`config.mk`:
```
export PLATFORM = sky130hd
export DESIGN_NAME = input_controller_flat
export DESIGN_NICKNAME = d
export VERILOG_FILES = /design/src/rtl/input_controller_if.sv /design/src/rtl/input_controller.sv /design/src/flat_wrapper.sv
export SDC_FILE = /design/constraint.sdc
export NUM_CORES = 1
export LEC_CHECK = 0
export CAP_MARGIN = 20
export CORE_MARGIN = 3
export CORE_UTILIZATION = 33
export CTS_BUF_LIST = sky130_fd_sc_hd__clkbuf_8
export CTS_CLUSTER_DIAMETER = 120
export DETAILED_ROUTE_END_ITERATION = 10
export PLACE_DENSITY = 0.67
export SYNTH_ARGS = -nofsm -noshare
export SYNTH_HDL_FRONTEND = slang
export SYNTH_SLANG_ARGS = --single-unit
```
`constraint.sdc`:
```
create_clock -name Clock -period 3.1 [get_ports Clock]
set_clock_uncertainty 0.15 [all_clocks]
set_input_delay 0.62 -clock Clock [delete_from_list [all_inputs] [get_ports Clock]]
set_output_delay 0.62 -clock Clock [all_outputs]
set_load 0.02 [all_outputs]
```
`src/rtl/input_controller_if.sv`:
```
// Purpose: button/tick inputs and direction/step/status outputs of the input controller.
// Latency: carries no logic; every output signal is driven from a register in the controller.
// Backpressure: none; the buttons are levels, and Overflow reports a push lost to a full queue.
interface input_controller_if #(
    parameter int DEPTH = 4
);
    localparam int CNT_W = $clog2(DEPTH + 1);

    logic             UpPressed;
    logic             DownPressed;
    logic             LeftPressed;
    logic             RightPressed;
    logic             CenterPressed;
    logic             Tick;
    logic [1:0]       Dir;
    logic             Step;
    logic             Paused;
    logic [CNT_W-1:0] QueueCount;
    logic             Overflow;

    // Button and tick source side (the debouncers and the game timer).
    modport master (
        output UpPressed, DownPressed, LeftPressed, RightPressed, CenterPressed, Tick,
        input  Dir, Step, Paused, QueueCount, Overflow
    );

    // Controller side.
    modport slave (
        input  UpPressed, DownPressed, LeftPressed, RightPressed, CenterPressed, Tick,
        output Dir, Step, Paused, QueueCount, Overflow
    );
endinterface

```
`src/rtl/input_controller.sv`:
```
// Purpose: turns debounced button edges into filtered direction requests, queues them, and commits one per tick.
// Latency: a press is queued on its sampling edge; a tick shows Step and the new Dir one cycle later.
// Backpressure: none upstream; when the queue is full and nothing pops, the request is dropped and Overflow pulses.
module input_controller #(
    parameter int         DEPTH    = 4,
    parameter logic [1:0] INIT_DIR = 2'd3
) (
    input  logic               Clock,
    input  logic               Reset,
    input_controller_if.slave  bus
);
    localparam int PTR_W = (DEPTH > 1) ? $clog2(DEPTH) : 1;
    localparam int CNT_W = $clog2(DEPTH + 1);
    localparam logic [CNT_W-1:0] FULL_COUNT = CNT_W'(DEPTH);
    localparam logic [PTR_W-1:0] PTR_ONE    = PTR_W'(1);

    // Directions: UP=0, DOWN=1, LEFT=2, RIGHT=3. The opposite of a
    // direction is therefore the same code with bit 0 flipped.
    localparam logic [1:0] DIR_UP    = 2'd0;
    localparam logic [1:0] DIR_DOWN  = 2'd1;
    localparam logic [1:0] DIR_LEFT  = 2'd2;
    localparam logic [1:0] DIR_RIGHT = 2'd3;

    logic [4:0]       levelNow;
    logic [4:0]       prevLevel;
    logic [4:0]       buttonEvent;
    logic [1:0]       dirReg;
    logic             stepReg;
    logic             pausedReg;
    logic             overflowReg;
    logic [CNT_W-1:0] countReg;
    logic [PTR_W-1:0] rdPtr;
    logic [PTR_W-1:0] wrPtr;
    logic [1:0]       queueMem [DEPTH];

    logic             hasDirEvent;
    logic [1:0]       reqDir;
    logic [1:0]       refDir;
    logic             reqValid;
    logic             doPop;
    logic             doPush;
    logic             dropReq;
    logic             tickActive;

    // Bit order: {Center, Right, Left, Down, Up}.
    assign levelNow    = {bus.CenterPressed, bus.RightPressed, bus.LeftPressed,
                          bus.DownPressed, bus.UpPressed};
    assign buttonEvent = levelNow & ~prevLevel;

    // Pick the winning direction event (Up > Down > Left > Right) and filter it
    // against the newest queued direction, or the committed one if the queue is empty.
    always_comb begin
        hasDirEvent = 1'b1;
        reqDir      = DIR_UP;
        if (buttonEvent[0])      reqDir = DIR_UP;
        else if (buttonEvent[1]) reqDir = DIR_DOWN;
        else if (buttonEvent[2]) reqDir = DIR_LEFT;
        else if (buttonEvent[3]) reqDir = DIR_RIGHT;
        else                     hasDirEvent = 1'b0;

        refDir     = (countReg != '0) ? queueMem[wrPtr - PTR_ONE] : dirReg;
        reqValid   = hasDirEvent && !pausedReg &&
                     (reqDir != refDir) && (reqDir != (refDir ^ 2'b01));
        tickActive = bus.Tick && !pausedReg;
        doPop      = tickActive && (countReg != '0);
        doPush     = reqValid && ((countReg != FULL_COUNT) || doPop);
        dropReq    = reqValid && (countReg == FULL_COUNT) && !doPop;
    end

    // Control state: edge history, pause toggle, committed direction, pulses and queue pointers.
    always_ff @(posedge Clock) begin
        if (Reset) begin
            prevLevel   <= '1;
            dirReg      <= INIT_DIR;
            stepReg     <= 1'b0;
            pausedReg   <= 1'b0;
            overflowReg <= 1'b0;
            countReg    <= '0;
            rdPtr       <= '0;
            wrPtr       <= '0;
        end else begin
            prevLevel   <= levelNow;
            stepReg     <= tickActive;
            overflowReg <= dropReq;
            if (buttonEvent[4]) pausedReg <= ~pausedReg;
            if (doPop) begin
                dirReg <= queueMem[rdPtr];
                rdPtr  <= rdPtr + PTR_ONE;
            end
            if (doPush) wrPtr <= wrPtr + PTR_ONE;
            countReg <= countReg + CNT_W'(doPush) - CNT_W'(doPop);
        end
    end

    // Queue storage; the contents need no reset because the count gates every read.
    always_ff @(posedge Clock) begin
        if (!Reset && doPush) queueMem[wrPtr] <= reqDir;
    end

    assign bus.Dir        = dirReg;
    assign bus.Step       = stepReg;
    assign bus.Paused     = pausedReg;
    assign bus.QueueCount = countReg;
    assign bus.Overflow   = overflowReg;
endmodule

```
`src/flat_wrapper.sv`:
```
// flat-port wrapper written by rule: the top's interface ports become plain ports
module input_controller_flat 
#(
    parameter int         DEPTH    = 4,
    parameter logic [1:0] INIT_DIR = 2'd3
)
  (Clock, Reset, bus_UpPressed, bus_DownPressed, bus_LeftPressed, bus_RightPressed, bus_CenterPressed, bus_Tick, bus_Dir, bus_Step, bus_Paused, bus_QueueCount, bus_Overflow);
  input_controller_if #(.DEPTH(DEPTH)) bus_i ();
  input  logic Clock;
  input  logic Reset;
  input wire logic [$bits(bus_i.UpPressed)-1:0] bus_UpPressed;
  input wire logic [$bits(bus_i.DownPressed)-1:0] bus_DownPressed;
  input wire logic [$bits(bus_i.LeftPressed)-1:0] bus_LeftPressed;
  input wire logic [$bits(bus_i.RightPressed)-1:0] bus_RightPressed;
  input wire logic [$bits(bus_i.CenterPressed)-1:0] bus_CenterPressed;
  input wire logic [$bits(bus_i.Tick)-1:0] bus_Tick;
  output wire logic [$bits(bus_i.Dir)-1:0] bus_Dir;
  output wire logic [$bits(bus_i.Step)-1:0] bus_Step;
  output wire logic [$bits(bus_i.Paused)-1:0] bus_Paused;
  output wire logic [$bits(bus_i.QueueCount)-1:0] bus_QueueCount;
  output wire logic [$bits(bus_i.Overflow)-1:0] bus_Overflow;
  assign bus_i.UpPressed = bus_UpPressed;
  assign bus_i.DownPressed = bus_DownPressed;
  assign bus_i.LeftPressed = bus_LeftPressed;
  assign bus_i.RightPressed = bus_RightPressed;
  assign bus_i.CenterPressed = bus_CenterPressed;
  assign bus_i.Tick = bus_Tick;
  assign bus_Dir = bus_i.Dir;
  assign bus_Step = bus_i.Step;
  assign bus_Paused = bus_i.Paused;
  assign bus_QueueCount = bus_i.QueueCount;
  assign bus_Overflow = bus_i.Overflow;
  input_controller #(.DEPTH(DEPTH), .INIT_DIR(INIT_DIR)) u_core (.Clock(Clock), .Reset(Reset), .bus(bus_i));
endmodule
```
# ---- Word level (Yosys, flattened, before mapping)
# Memories as Yosys holds them, arrays and structs flattened. A register that Yosys moved wholly into a read port is not among the register bits.
# Cells that the tools add are included.
dict set report totals {
  register_bits 15
  ram_bits 8
  input_bits 8
  output_inout_bits 8
  word_cells 46
  n_memories 1
}
dict set report op_classes {
  addsub 5
  eq_ne 4
  muxes 11
  n_bitwise 4
  n_reduce_logical 14
}
# name depth width rd rd_clocked_by_memory_dff wr line_no
set mem_list {}
lappend mem_list {u_core.queueMem 4 2 2 1 1 input_controller.sv:34} ;# logic [1:0] queueMem [DEPTH];
# cell count
set ops {}
lappend ops {{$mux W2} 5}
lappend ops {{$logic_and A1 B1 Y1} 9}
lappend ops {{$mux W1} 6}
lappend ops {{$and A5 B5 Y5} 1}
lappend ops {{$not A5 Y5} 1}
lappend ops {{$add A2 B1 Y2 const B} 2}
lappend ops {{$ne A2 B2 Y1} 2}
lappend ops {{$add A3 B1 Y3} 1}
lappend ops {{$eq A3 B3 Y1 const B} 1}
lappend ops {{$logic_not A1 Y1} 3}
lappend ops {{$ne A3 B3 Y1 const B} 1}
lappend ops {{$reduce_bool A3 Y1} 1}
lappend ops {{$sub A3 B1 Y3} 1}
lappend ops {{$not A1 Y1} 2}
lappend ops {{$sub A2 B1 Y2 const B} 1}
lappend ops {{$logic_or A1 B1 Y1} 1}

# ---- Depth between registers and ports, before layout
# Gate-level depths: netlist (run 1).
dict set report depth {
  ltp_word 13
  ltp_mapped 11
  mapped_depth_nobuf 11
}

# ---- Least setup slack after synthesis (run 1)
# Ideal clock, no wire load.
dict set report synth_timing {
  kind {register to register}
  start {register u_core.wrPtr[0]}
  end {register u_core.countReg[2], in the netlist u_core.bus.QueueCount[2]}
  setup_ns 0.126
  arrival_time_ns 2.685
  required_time_ns 2.824
  slack_ns 0.139
  stages_incl_launch_ff 12
  path_buffers 0
  period_less_slack_ns 2.961
  path_cell_list {dfxtp_1 -> inv_1 -> ha_1 -> mux4_2 -> or4b_4 -> a31oi_4 -> ha_1 -> inv_1 -> fa_1 -> xor2_1 -> xnor2_1 -> nor2_1}
}
dict set report synth_between {
  elab_chain_cells 9
  elab_cells_between_ends 11
  cone_classes {3 x add/sub; 2 x eq/ne; 1 x mux; 1 x bitwise; 3 x reduce/logical; 1 x memory}
}
# item line_no
set synth_rtl {}
lappend synth_rtl {{start, declared} input_controller.sv:33} ;# logic [PTR_W-1:0] wrPtr;
lappend synth_rtl {{start signal, assigned} input_controller.sv:90} ;# if (doPush) wrPtr <= wrPtr + PTR_ONE;
lappend synth_rtl {{$sub A2 B1 Y2 *} input_controller.sv:61} ;# refDir = (countReg != '0) ? queueMem[wrPtr - PTR_ONE] : dirReg;
lappend synth_rtl {{$mem_v2 Z4 W2 *} --}
lappend synth_rtl {{$mux W2 *} input_controller.sv:61}
lappend synth_rtl {{$ne A2 B2 Y1 / $not A1 Y1 (equally long branches)} --}
lappend synth_rtl {{$logic_and A1 B1 Y1 / $ne A2 B2 Y1 (equally long branches)} {input_controller.sv:62, input_controller.sv:63}}
lappend synth_rtl {{$logic_and A1 B1 Y1 *} input_controller.sv:63} ;# (reqDir != refDir) && (reqDir != (refDir ^ 2'b01));
lappend synth_rtl {{$logic_and A1 B1 Y1 *} input_controller.sv:66} ;# doPush = reqValid && ((countReg != FULL_COUNT) || doPop);
lappend synth_rtl {{$add A3 B1 Y3 *} input_controller.sv:91} ;# countReg <= countReg + CNT_W'(doPush) - CNT_W'(doPop);
lappend synth_rtl {{$sub A3 B1 Y3 *} input_controller.sv:91}
lappend synth_rtl {{end signal, assigned} input_controller.sv:91}
lappend synth_rtl {{end, declared} input_controller.sv:31} ;# logic [CNT_W-1:0] countReg;
# Every way passes the cells marked *; elsewhere a longest branch is shown, timed or not.
# A chain may end at the register's enable or synchronous reset.

# ---- Worst setup path in the final report (run 1)
dict set report layout_timing {
  start {input bus_LeftPressed}
  end {register u_core.countReg[2], in the netlist u_core.bus.QueueCount[2]}
}
dict set report layout_between {
  elab_chain_cells 10
  elab_cells_between_ends 15
  cone_classes {2 x add/sub; 2 x eq/ne; 6 x mux; 1 x bitwise; 4 x reduce/logical}
}
# item line_no
set layout_rtl {}
lappend layout_rtl {{start, declared} flat_wrapper.sv:13} ;# input wire logic [$bits(bus_i.LeftPressed)-1:0] bus_LeftPressed;
lappend layout_rtl {{$and A5 B5 Y5 *} input_controller.sv:48} ;# assign buttonEvent = levelNow & ~prevLevel;
lappend layout_rtl {{$mux W2 *} input_controller.sv:57} ;# else if (buttonEvent[2]) reqDir = DIR_LEFT;
lappend layout_rtl {{$mux W2 *} input_controller.sv:56} ;# else if (buttonEvent[1]) reqDir = DIR_DOWN;
lappend layout_rtl {{$mux W2 *} input_controller.sv:55} ;# if (buttonEvent[0]) reqDir = DIR_UP;
lappend layout_rtl {{via u_core.reqDir[1]} input_controller.sv:37} ;# logic [1:0] reqDir;
lappend layout_rtl {{$ne A2 B2 Y1} input_controller.sv:63}
lappend layout_rtl {{$logic_and A1 B1 Y1} input_controller.sv:62} ;# reqValid = hasDirEvent && !pausedReg &&
lappend layout_rtl {{$logic_and A1 B1 Y1 *} input_controller.sv:63}
lappend layout_rtl {{$logic_and A1 B1 Y1 *} input_controller.sv:66}
lappend layout_rtl {{$add A3 B1 Y3 *} input_controller.sv:91}
lappend layout_rtl {{$sub A3 B1 Y3 *} input_controller.sv:91}
# Mark *: on every way through the listed nets, which the timed path passes. The rest lies on a longest branch.

==> metrics.md, run 1 <==
| Metric | Value |
|---|---|
| Status | complete, no violations |
| Post-Layout Cell Count | 171 |
| Die area | 4300 µm² |
| DP HPWL | 1.59 mm |
| Post-synthesis async set-or-reset flop share | 0% |
| CTS root buf | clkbuf_8 |
| Top FF cell, synth | dfxtp_1 |
| Simple-gate share of the synthesized area | 20.8% |
| Worst path buffer plus inverter count | 2 |
| Sequential Power Share | 41.3% |
| Leakage Power | 0.584 nW |
| Relative slew margins | 73.4% |
| Critical path class | input port to flip-flop |
| Worst Tran Pin Value | 0.396 ns |
| Layout area overhead | 28.3% |
| Total Power | 1.05 mW |
| Routability cong. | 0.726 |
| Synthesis Warnings | 0 |
| Vias | 784 |
| Max Root-Sink Buffers | 2 |
| Hold_ws | 0.351 ns |
| Final setup vio count | 0 |
| Via density | 4.58 |
| WL final | 2.06 mm |
| DR iter-0 viols | 41 |
| CTS tree | done |
| Largest net degree at the start of global routing | 19 |
| Critical Path Stages | 11 |
| Crit path cell chain | clkdlybuf4s50_1 -> and2b_2 -> o211a_1 -> or4b_4 -> a31oi_4 -> ha_1 -> inv_1 -> fa_1 -> xor2_1 -> xnor2_1 -> nor2_1 |
| Post-synthesis mux area share | 7.90% |
| Switching share of total power | 33.2% |
| Grt ovf | 0 |
| Crit-path max FO | 2 |
| Chip Height | 65.6 µm |
| Routed Antenna Nets | 0 |
| Final critical-path share of the clock period | 95.7% |
| Htree depth | 1 |
| Top Ports | 16 |
| Ant. Diodes | 0 |
| Hold depth | 2 |
| Max-slew violations | 0 |
| NetSw | 0.349 mW |
| Slowest cell on crit path | or4b_4 |
| Reg area | 582 µm² |
| Syn Inst Count | 99 |
| Max-Cap Viols | 0 |
| Nets | 141 |
| TritonRoute pass-1 iters | 4 |
| Max Freq | 337 MHz |
| Reg2Reg Depth | 11 |
| DRC viols | 0 |
| Placed cell area | 1440 µm² |
| Initial antenna violation count | 0 |
| Crit. End Element | flip-flop |
| Worst hold path type | flip-flop to flip-flop |
| Skew-Pair Late Insertion Delay | 0.28 ns |
| Multi-input logic area | 579 µm² |
| Synth cell types | 34 |
| Starting Density | 34.6% |
| Seq/Total Area, Yosys | 49.5% |
| PD cells | 700 nW/µm² |
| CP arrival | 2.99 ns |
| Hold-fix buffers, CTS | 0 |
| First-pass GRT wire length | 3.57 mm |
| GRT Total Usage | 11.4% |
| Post-synth top area share | 29.0% |
| Post-synth EDFFs | 8 |
| Synth top cells by count | 17 x dfxtp_1, 11 x nor2_1, 8 x edfxtp_1 |
| #FFs+latches synth | 25 |
| Final Hold Viols | 0 |
| Count leader, synth | dfxtp_1 |
| Number of global-route vias before repair | 789 |
| Top cells by area, synth | dfxtp_1 29%, edfxtp_1 20%, ha_1 6.4% |
| Rows | 21 |
| Compound-cell area share of the yosys netlist | 7.36% |
| Final core occ | 44.4% |
| Tmin final | 2.97 ns |
| Fillers | 306 |
| Setup Buffers After CTS | 0 |
| Crit-path leading delay family | simple AND/OR/NAND/NOR gates |
| Main combinational cell family by area after synthesis | simple AND/OR/NAND/NOR gates |
| TritonCTS Buffers | 3 |
| Net count after synthesis | 114 |
| Leading area contributor after synthesis | dfxtp_1 |
| VDD IR-drop max | 0.306 mV |
| Synth Area per Inst | 11.8 µm² |
| Die width | 65.6 µm |
| Max stage delay on crit path | 0.48 ns |
| Post-Synth Adder-Cell Area | 8.11% |
| WP data required | 3.13 ns |
| Combinational power share | 39.7% |
| Clock Power Share | 19.0% |
| IO buf count | 15 |
| WL/cell | 12.0 µm |
| Mapped Area | 1170 µm² |
| Post_cts resized | 0 |
| Share of layout cells above drive strength 1 | 27.2% |
| Post-synthesis xor/xnor area fraction | 3.74% |
| Int Power | 0.703 mW |
| Crit start category | input port |
| Clk pin slew, worst setup/hold paths | 0.09 ns |
| Post-Layout Inst Area | 1500 µm² |
| Core Footprint | 3390 µm² |
| Sink Count | 25 |
| RSZ-0062 raised after global routing | yes |
| Dpl cells | 167 |
## cell usage in the layout, fill, tap and decap left out, drive strengths merged, types with 3 or more instances in the layout
cell type / n
and3: 5
buf: 9
clkbuf: 3
clkdlybuf4s50: 15
dfxtp: 17
edfxtp: 8
ha: 6
inv: 5
mux4: 3
nand2b: 3
nor2: 11
nor2b: 4
or2: 5
or2b: 3
xnor2: 3
## power by group through the flow
stage | logic [mW] | clock network [mW] | registers, mW
6_report | 0.418 | 0.200 | 0.435
2_1_floorplan | 0.237 | 0 | 0.465
4_1_cts | 0.413 | 0.206 | 0.433
5_1_grt | 0.472 | 0.225 | 0.444
3_3_place_gp | 0.399 | 0 | 0.439
3_5_place_dp | 0.410 | 0 | 0.441
## layout make-up
cell class / instances / share of cell area [%]
clock buffers: 3 / 2.75
clock inverters: 1 / 0.499
inverters: 5 / 1.25
multi-input cells: 67 / 38.5
flip-flops and latches: 25 / 38.7
well taps: 46 / 3.83
repair buffers: 24 / 14.5
## cell families after synthesis
| family | Yosys count |
|---|---|
| DFF | 25 |
| buffers and inverters | 7 |
| AOI/OAI and AO/OA | 9 |
| muxes | 5 |
| adders and majority gates | 7 |
| xor gates and xnor gates | 5 |
| and+or+nand+nor | 41 |
## state kept, by name, summed over array words and instances, names as in the netlist
name and flops:
u_core.bus.Paused 1, u_core.rdPtr 2, u_core.bus.Step 1, u_core.bus.QueueCount 3, u_core.bus.Overflow 1, u_core.queueMem 8
u_core.wrPtr 2, u_core.prevLevel 5, u_core.bus.Dir 2
## metrics by stage
step / worst slack (ns) / TNS (ns)
2_1_floorplan: 0.139 / 0
6_report: 0.132 / 0
3_3_place_gp: -0.0967 / -0.0967
5_1_grt: -0.00188 / -0.00188
3_5_place_dp: -0.166 / -0.196
4_1_cts: 0.0706 / 0
## worst paths after layout
path	end	start	slack, ns
min	u_core.wrPtr[1]$_SDFFE_PP0N_	u_core.wrPtr[1]$_SDFFE_PP0N_	0.35
max reg2reg	u_core.bus.QueueCount[2]$_SDFF_PP0_	u_core.wrPtr[1]$_SDFFE_PP0N_	0.16
min reg2reg	u_core.wrPtr[1]$_SDFFE_PP0N_	u_core.wrPtr[1]$_SDFFE_PP0N_	0.35
max	u_core.bus.QueueCount[2]$_SDFF_PP0_	bus_LeftPressed	0.13
## worst register-to-register path, cell delays in order, from the launching register on
cell and delay (ns):
dfxtp_2 0.37, inv_1 0.09, ha_4 0.28, mux4_2 0.33, or4b_4 0.53, a31oi_4 0.16, ha_1 0.16, inv_1 0.05
fa_1 0.38, xor2_1 0.16, xnor2_1 0.15, nor2_1 0.05
## per-layer routing
metal	vias to the layer above	GRT usage (%)	part of all wire [%]
met5	-	0	0
met4	0	6.74	2.8
met3	4	3.59	5.2
met2	22	15.7	47
met1	364	15.6	45
li1	394	-	-
Note: power is estimated with default switching activity, not from simulation.
==> run 2: changes to the inputs <==
--- a/config.mk
+++ b/config.mk
@@ -11,7 +11,8 @@
 export CTS_BUF_LIST = sky130_fd_sc_hd__clkbuf_8
 export CTS_CLUSTER_DIAMETER = 120
 export DETAILED_ROUTE_END_ITERATION = 10
-export PLACE_DENSITY = 0.67
+export GPL_TIMING_DRIVEN = 0
+export PLACE_DENSITY = 0.65
 export SYNTH_ARGS = -nofsm -noshare
 export SYNTH_HDL_FRONTEND = slang
 export SYNTH_SLANG_ARGS = --single-unit
==> constraint.sdc (replaced) <==
create_clock -name Clock -period 3 [get_ports Clock]
set_clock_uncertainty 0.15 [all_clocks]
set_input_delay 0.6 -clock Clock [delete_from_list [all_inputs] [get_ports Clock]]
set_output_delay 0.6 -clock Clock [all_outputs]
set_load 0.02 [all_outputs]
==> metrics.md, run 2 (same netlist as run 1, synthesis figures left out) <==
| Metric | Value |
|---|---|
| Routability cong. | 0.698 (was 0.726) |
| Crit start category | flip-flop (was input port) |
| Final core occ | 45.6% (was 44.4%) |
| Worst hold path type | input port to flip-flop (was flip-flop to flip-flop) |
| Worst slack, placed | -0.456 ns (was -0.166 ns) |
| Largest net degree at the start of global routing | 16 (was 19) |
| Htree depth | 1 (unchanged) |
| Max-Cap Viols | 0 (unchanged) |
| WL final | 2.22 mm (was 2.06 mm) |
| Skew-Pair Late Insertion Delay | 0.26 ns (was 0.28 ns) |
| TritonCTS Buffers | 3 (unchanged) |
| Leakage Power | 0.612 nW (was 0.584 nW) |
| Top Ports | 16 (unchanged) |
| Met1 wire length | 1.03 mm (was 932 µm) |
| IO buf count | 14 (was 15) |
| Nets | 142 (was 141) |
| Crit-path leading delay family | adder cells (was simple AND/OR/NAND/NOR gates) |
| Chip Height | 65.6 µm (unchanged) |
| Core Footprint | 3390 µm² (unchanged) |
| WL/cell | 12.9 µm (was 12.0 µm) |
| Relative slew margins | 54.9% (was 73.4%) |
| Layout area overhead | 31.8% (was 28.3%) |
| Max stage delay on crit path | 0.52 ns (was 0.48 ns) |
| Critical path class | flip-flop to flip-flop (was input port to flip-flop) |
| GRT Total Usage | 11.2% (was 11.4%) |
| DR top layer | met4 (unchanged) |
| DRC viols | 0 (unchanged) |
| Hold-fix buffers, CTS | 0 (unchanged) |
| Routed Antenna Nets | 0 (unchanged) |
| Crit-path max FO | 4 (was 2) |
| Reg area | 586 µm² (was 582 µm²) |
| Ant. Diodes | 0 (unchanged) |
| WL met2 | 1.09 mm (was 959 µm) |
| Multi-input logic area | 609 µm² (was 579 µm²) |
| Hold_ws | 0.400 ns (was 0.351 ns) |
| Starting Density | 34.6% (unchanged) |
| First-pass GRT wire length | 3.70 mm (was 3.57 mm) |
| Final critical-path share of the clock period | 98.5% |
| Via density | 4.66 (was 4.58) |
| Sink Count | 25 (unchanged) |
| Vias | 802 (was 784) |
| Reg with most FFs | u_core.queueMem (unchanged) |
| Crit path setup slack, layout | 0.0453 ns (was 0.132 ns) |
| Share of layout cells above drive strength 1 | 34.1% (was 27.2%) |
| Max FFs per register | 8 (unchanged) |
| Tmin final | 2.95 ns |
| Crit path cell chain | inv_1 -> ha_4 -> mux4_2 -> or4b_4 -> a31oi_4 -> ha_2 -> inv_2 -> fa_2 -> xor2_1 -> xnor2_1 -> nor2_1 (was clkdlybuf4s50_1 -> and2b_2 -> o211a_1 -> or4b_4 -> a31oi_4 -> ha_1 -> inv_1 -> fa_1 -> xor2_1 -> xnor2_1 -> nor2_1) |
| Final Hold Viols | 0 (unchanged) |
| CTS root buf | clkbuf_8 (unchanged) |
| Most frequent cells in the layout | 15 x dfxtp_1, 10 x nor2_1, 10 x buf_4, 10 x clkdlybuf4s50_1, 8 x edfxtp_1 (was 16 x dfxtp_1, 15 x clkdlybuf4s50_1, 11 x nor2_1, 9 x buf_4, 8 x edfxtp_1) |
| Grt ovf | 0 (unchanged) |
| Routed met3 length | 97 µm (was 108 µm) |
| Status | complete, no violations (unchanged) |
| Worst Tran Pin Value | 0.671 ns (was 0.396 ns) |
| Worst path buffer plus inverter count | 2 (unchanged) |
| TritonRoute pass-1 iters | 4 (unchanged) |
| TNS Setup | 0 ns (unchanged) |
| Die area | 4300 µm² (unchanged) |
| CP arrival | 2.95 ns (was 2.99 ns) |
| Most common cell after layout, fill and taps aside | dfxtp_1 (unchanged) |
| WP data required | 2.99 ns (was 3.13 ns) |
| Clk pin slew, worst setup/hold paths | 0.09 ns (about the same) |
| Initial antenna violation count | 0 (unchanged) |
| CTS tree | done (unchanged) |
| Final setup vio count | 0 (unchanged) |
| Max Root-Sink Buffers | 2 (unchanged) |
| Number of global-route vias before repair | 798 (was 789) |
| Rows | 21 (unchanged) |
| Max-slew violations | 0 (unchanged) |
| DR iter-0 viols | 26 (was 41) |
| DP HPWL | 1.60 mm (was 1.59 mm) |
| VDD IR-drop max | 0.279 mV (was 0.306 mV) |
| Crit. End Element | flip-flop (unchanged) |
| Die width | 65.6 µm (unchanged) |
| Slowest cell on crit path | or4b_4 (unchanged) |
| Max Freq | 338 MHz |
| Fillers | 313 (was 306) |
| PD cells | 726 nW/µm² (was 700 nW/µm²) |
-- run 2: cell types whose count changed in the layout (fill, tap and decap cells not counted), sizes merged --
cell / change
dlygate4sd2: +1
dlymetal6s2s: +3
clkbuf: +1
buf: +1
clkdlybuf4s50: -5
-- run 2: metal layers --
layer,up-vias,GRT usage [%]
met5,-,0
met3,2,3.08
li1,397,-
met4,0,2.33
met2,23,19.0
met1,380,14.2
-- run 2: cell type report --
cell class	instances	share of cell area [%]
sequential	25	37.9
clock buffer	3	2.67
multi-input combinational	67	39.4
clock inverter	1	0.486
timing repair buffer	23	13.8
buffer	2	0.729
inverter	5	1.21
tap	46	3.72
-- run 2: report_power, final --
group / internal [mW] / switching, mW
clock network: 0.0939 / 0.103
logic: 0.249 / 0.219
registers: 0.403 / 0.0528
-- run 2: metrics by stage --
stage	total power [mW]	instance area, µm²	instances
finish	1.12	1550	172
global route	1.21	1550	172
CTS	1.08	1480	167
detailed placement	0.842	1370	159
global placement	0.830	1370	159
floorplan	0.725	1170	99
-- run 2: repair_timing --
action	4_1_cts	5_1_grt
cloned	0	0
endpoints found under the setup margin	2	1
pin swaps	4	5
resized for setup	9	10
buffers inserted	4	5
-- run 2: final timing paths --
| check | from | to | slack (ns) | cells after the start |
|---|---|---|---|---|
| worst max register to register | u_core.wrPtr[1]$_SDFFE_PP0N_ | u_core.bus.QueueCount[2]$_SDFF_PP0_ | 0.05 | 11 |
| worst min-delay path | bus_LeftPressed | u_core.prevLevel[2]$_SDFF_PP1_ | 0.40 | 2 |
| worst max-delay path | u_core.wrPtr[1]$_SDFFE_PP0N_ | u_core.bus.QueueCount[2]$_SDFF_PP0_ | 0.05 | 11 |
| worst min register to register | u_core.prevLevel[4]$_SDFF_PP1_ | u_core.bus.Paused$_SDFFE_PP0P_ | 0.41 | 3 |
-- run 2: worst register-to-register path, stage by stage, from the launching register on --
cell and delay (ns):
dfxtp_2 0.36, inv_1 0.08, ha_4 0.28, mux4_2 0.32, or4b_4 0.52, a31oi_4 0.17, ha_2 0.21, inv_2 0.04
fa_2 0.34, xor2_1 0.17, xnor2_1 0.13, nor2_1 0.05
==> run 3: changes to the inputs <==
--- a/config.mk
+++ b/config.mk
@@ -7,12 +7,14 @@
 export LEC_CHECK = 0
 export CAP_MARGIN = 20
 export CORE_MARGIN = 3
-export CORE_UTILIZATION = 33
+export CORE_UTILIZATION = 55
 export CTS_BUF_LIST = sky130_fd_sc_hd__clkbuf_8
 export CTS_CLUSTER_DIAMETER = 120
 export DETAILED_ROUTE_END_ITERATION = 10
 export GPL_TIMING_DRIVEN = 0
-export PLACE_DENSITY = 0.65
+export HOLD_SLACK_MARGIN = 0.12
+export PLACE_DENSITY = 0.92
+export SETUP_SLACK_MARGIN = 0.2
 export SYNTH_ARGS = -nofsm -noshare
 export SYNTH_HDL_FRONTEND = slang
 export SYNTH_SLANG_ARGS = --single-unit
==> metrics.md, run 3 (same netlist as run 1, synthesis figures left out) <==
| Metric | Value |
|---|---|
| Status | complete, no violations (unchanged) |
| Final setup vio count | 0 (unchanged) |
| Post-Layout Cell Count | 151 (was 172) |
| Share of layout cells above drive strength 1 | 33.1% (was 34.1%) |
| Skew-Pair Late Insertion Delay | 0.27 ns (was 0.26 ns) |
| Hold-fix buffers, CTS | 0 (unchanged) |
| WL final | 2.26 mm (was 2.22 mm) |
| Crit path setup slack, layout | 0.127 ns (was 0.0453 ns) |
| Critical path class | flip-flop to flip-flop (unchanged) |
| Rows | 16 (was 21) |
| Ant. Diodes | 0 (unchanged) |
| VDD IR-drop max | 0.549 mV (was 0.279 mV) |
| Max Freq | 348 MHz (was 338 MHz) |
| Worst slack, placed | -0.425 ns (was -0.456 ns) |
| Clk pin slew, worst setup/hold paths | 0.09 ns (about the same) |
| Sink Count | 25 (unchanged) |
| Most common cell after layout, fill and taps aside | dfxtp_1 (unchanged) |
| Top Ports | 16 (unchanged) |
| Max FFs per register | 8 (unchanged) |
| Most frequent cells in the layout | 15 x dfxtp_1, 10 x nor2_1, 10 x clkdlybuf4s50_1, 8 x edfxtp_1, 7 x buf_4 (was 15 x dfxtp_1, 10 x nor2_1, 10 x buf_4, 10 x clkdlybuf4s50_1, 8 x edfxtp_1) |
| TritonRoute pass-1 iters | 4 (unchanged) |
| Crit path cell chain | inv_4 -> ha_4 -> mux4_2 -> or4b_4 -> a31oi_4 -> ha_2 -> inv_2 -> fa_2 -> xor2_2 -> xnor2_1 -> nor2_1 (was inv_1 -> ha_4 -> mux4_2 -> or4b_4 -> a31oi_4 -> ha_2 -> inv_2 -> fa_2 -> xor2_1 -> xnor2_1 -> nor2_1) |
| CP arrival | 2.88 ns (was 2.95 ns) |
| Reg with most FFs | u_core.queueMem (unchanged) |
| Crit. End Element | flip-flop (unchanged) |
| Core Footprint | 1980 µm² (was 3390 µm²) |
| DRC viols | 0 (unchanged) |
| DR iter-0 viols | 7 (was 26) |
| DP HPWL | 1.64 mm (was 1.60 mm) |
| Die width | 52.2 µm (was 65.6 µm) |
| Worst Tran Pin Value | 0.559 ns (was 0.671 ns) |
| Max-Cap Viols | 0 (unchanged) |
| Slowest cell on crit path | or4b_4 (unchanged) |
| Die area | 2720 µm² (was 4300 µm²) |
| Vias | 804 (was 802) |
| CTS root buf | clkbuf_8 (unchanged) |
| Leakage Power | 0.584 nW (was 0.612 nW) |
| Total Power | 1.13 mW (was 1.12 mW) |
| CTS tree | done (unchanged) |
| Number of global-route vias before repair | 801 (was 798) |
| Routed Antenna Nets | 0 (unchanged) |
| Max-slew violations | 0 (unchanged) |
| Final critical-path share of the clock period | 95.8% (was 98.5%) |
| PD cells | 754 nW/µm² (was 726 nW/µm²) |
| Max Root-Sink Buffers | 2 (unchanged) |
| Largest net degree at the start of global routing | 15 (was 16) |
| WL/cell | 15.0 µm (was 12.9 µm) |
| Final Hold Viols | 0 (unchanged) |
| Initial antenna violation count | 0 (unchanged) |
| Crit start category | flip-flop (unchanged) |
| TritonCTS Buffers | 3 (unchanged) |
| Worst hold path type | input port to flip-flop (unchanged) |
| Nets | 140 (was 142) |
| Routability cong. | 0.782 (was 0.698) |
| Starting Density | 59.2% (was 34.6%) |
| Tmin final | 2.87 ns (was 2.95 ns) |
| First-pass GRT wire length | 3.75 mm (was 3.70 mm) |
| RSZ-0062 raised after global routing | yes |
| WP data required | 3.00 ns (was 2.99 ns) |
| IO buf count | 14 (unchanged) |
| Dpl cells | 140 (was 159) |
| Max stage delay on crit path | 0.52 ns (about the same) |
| GRT Total Usage | 19.8% (was 11.2%) |
| Crit-path max FO | 2 (was 4) |
| Relative slew margins | 62.5% (was 54.9%) |
| Htree depth | 1 (unchanged) |
| Chip Height | 52.2 µm (was 65.6 µm) |
| Fillers | 139 (was 313) |
| Layout area overhead | 27.6% (was 31.8%) |
| Via density | 5.32 (was 4.66) |
| Grt ovf | 0 (unchanged) |
==> run 3: area by class of cell <==
class                           count  area, µm²  area share [%]
Clock buffer                        3       41.3            2.76
Sequential cell                    25        586            39.1
Clock inverter                      1       5.00           0.334
Multi-Input combinational cell     67        607            40.6
Buffer                              2       11.3           0.753
Inverter                            5       21.3            1.42
Tap cell                           27       33.8            2.26
Timing Repair Buffer               21        191            12.8
==> run 3: critical path: cells and delay by family (launching register included) <==
kind,cells,cell delay [ns]
DFF,1,0.37
adders and majority gates,3,0.80
muxes,1,0.32
and+or+nand+nor,2,0.57
AOI/OAI and AO/OA,1,0.16
xor gates and xnor gates,2,0.30
buffers and inverters,2,0.08
==> run 3: per-layer routing <==
metal / vias to the layer above / wire length, µm / track usage (%)
li1: 396 / - / -
met1: 393 / 940 / 24.3
met2: 11 / 1230 / 32.4
met3: 4 / 48 / 3.42
met4: 0 / 48 / 11.5
met5: - / 0 / 0
==> run 3: where the power goes <==
group          switching, mW  total, mW  internal [mW]
registers             0.0593      0.463          0.403
clock network          0.108      0.201         0.0930
logic                  0.214      0.465          0.251
total                  0.381       1.13          0.747
==> run 3: metrics by stage <==
stage / hold WS (ns) / utilization, % / instance area, µm² / setup TNS (ns)
after detailed placement: 0.357 / 68.0 / 1350 / -0.642
after CTS: 0.397 / 74.9 / 1480 / 0
after global routing: 0.412 / 75.5 / 1500 / 0
after floorplan: 0.331 / - / 1170 / 0
final: 0.400 / 75.5 / 1500 / 0
after global placement: 0.348 / 68.0 / 1350 / -0.557
==> run 3: final timing paths <==
kind                                  startpoint  cells past startpoint  slack, ns                                   to
setup / recovery    u_core.wrPtr[0]$_SDFFE_PP0N_                     11       0.13  u_core.bus.QueueCount[2]$_SDFF_PP0_
hold / removal                             Reset                      2       0.40  u_core.bus.QueueCount[0]$_SDFF_PP0_
setup reg to reg    u_core.wrPtr[0]$_SDFFE_PP0N_                     11       0.13  u_core.bus.QueueCount[2]$_SDFF_PP0_
hold reg to reg   u_core.prevLevel[4]$_SDFF_PP1_                      3       0.45       u_core.bus.Paused$_SDFFE_PP0P_
==> run 3: what timing repair did <==
item,4_1_cts,5_1_grt
buffers inserted,7,0
resized for setup,18,2
endpoints found under the setup margin,2,2
pin swaps,7,6
gates cloned,0,0
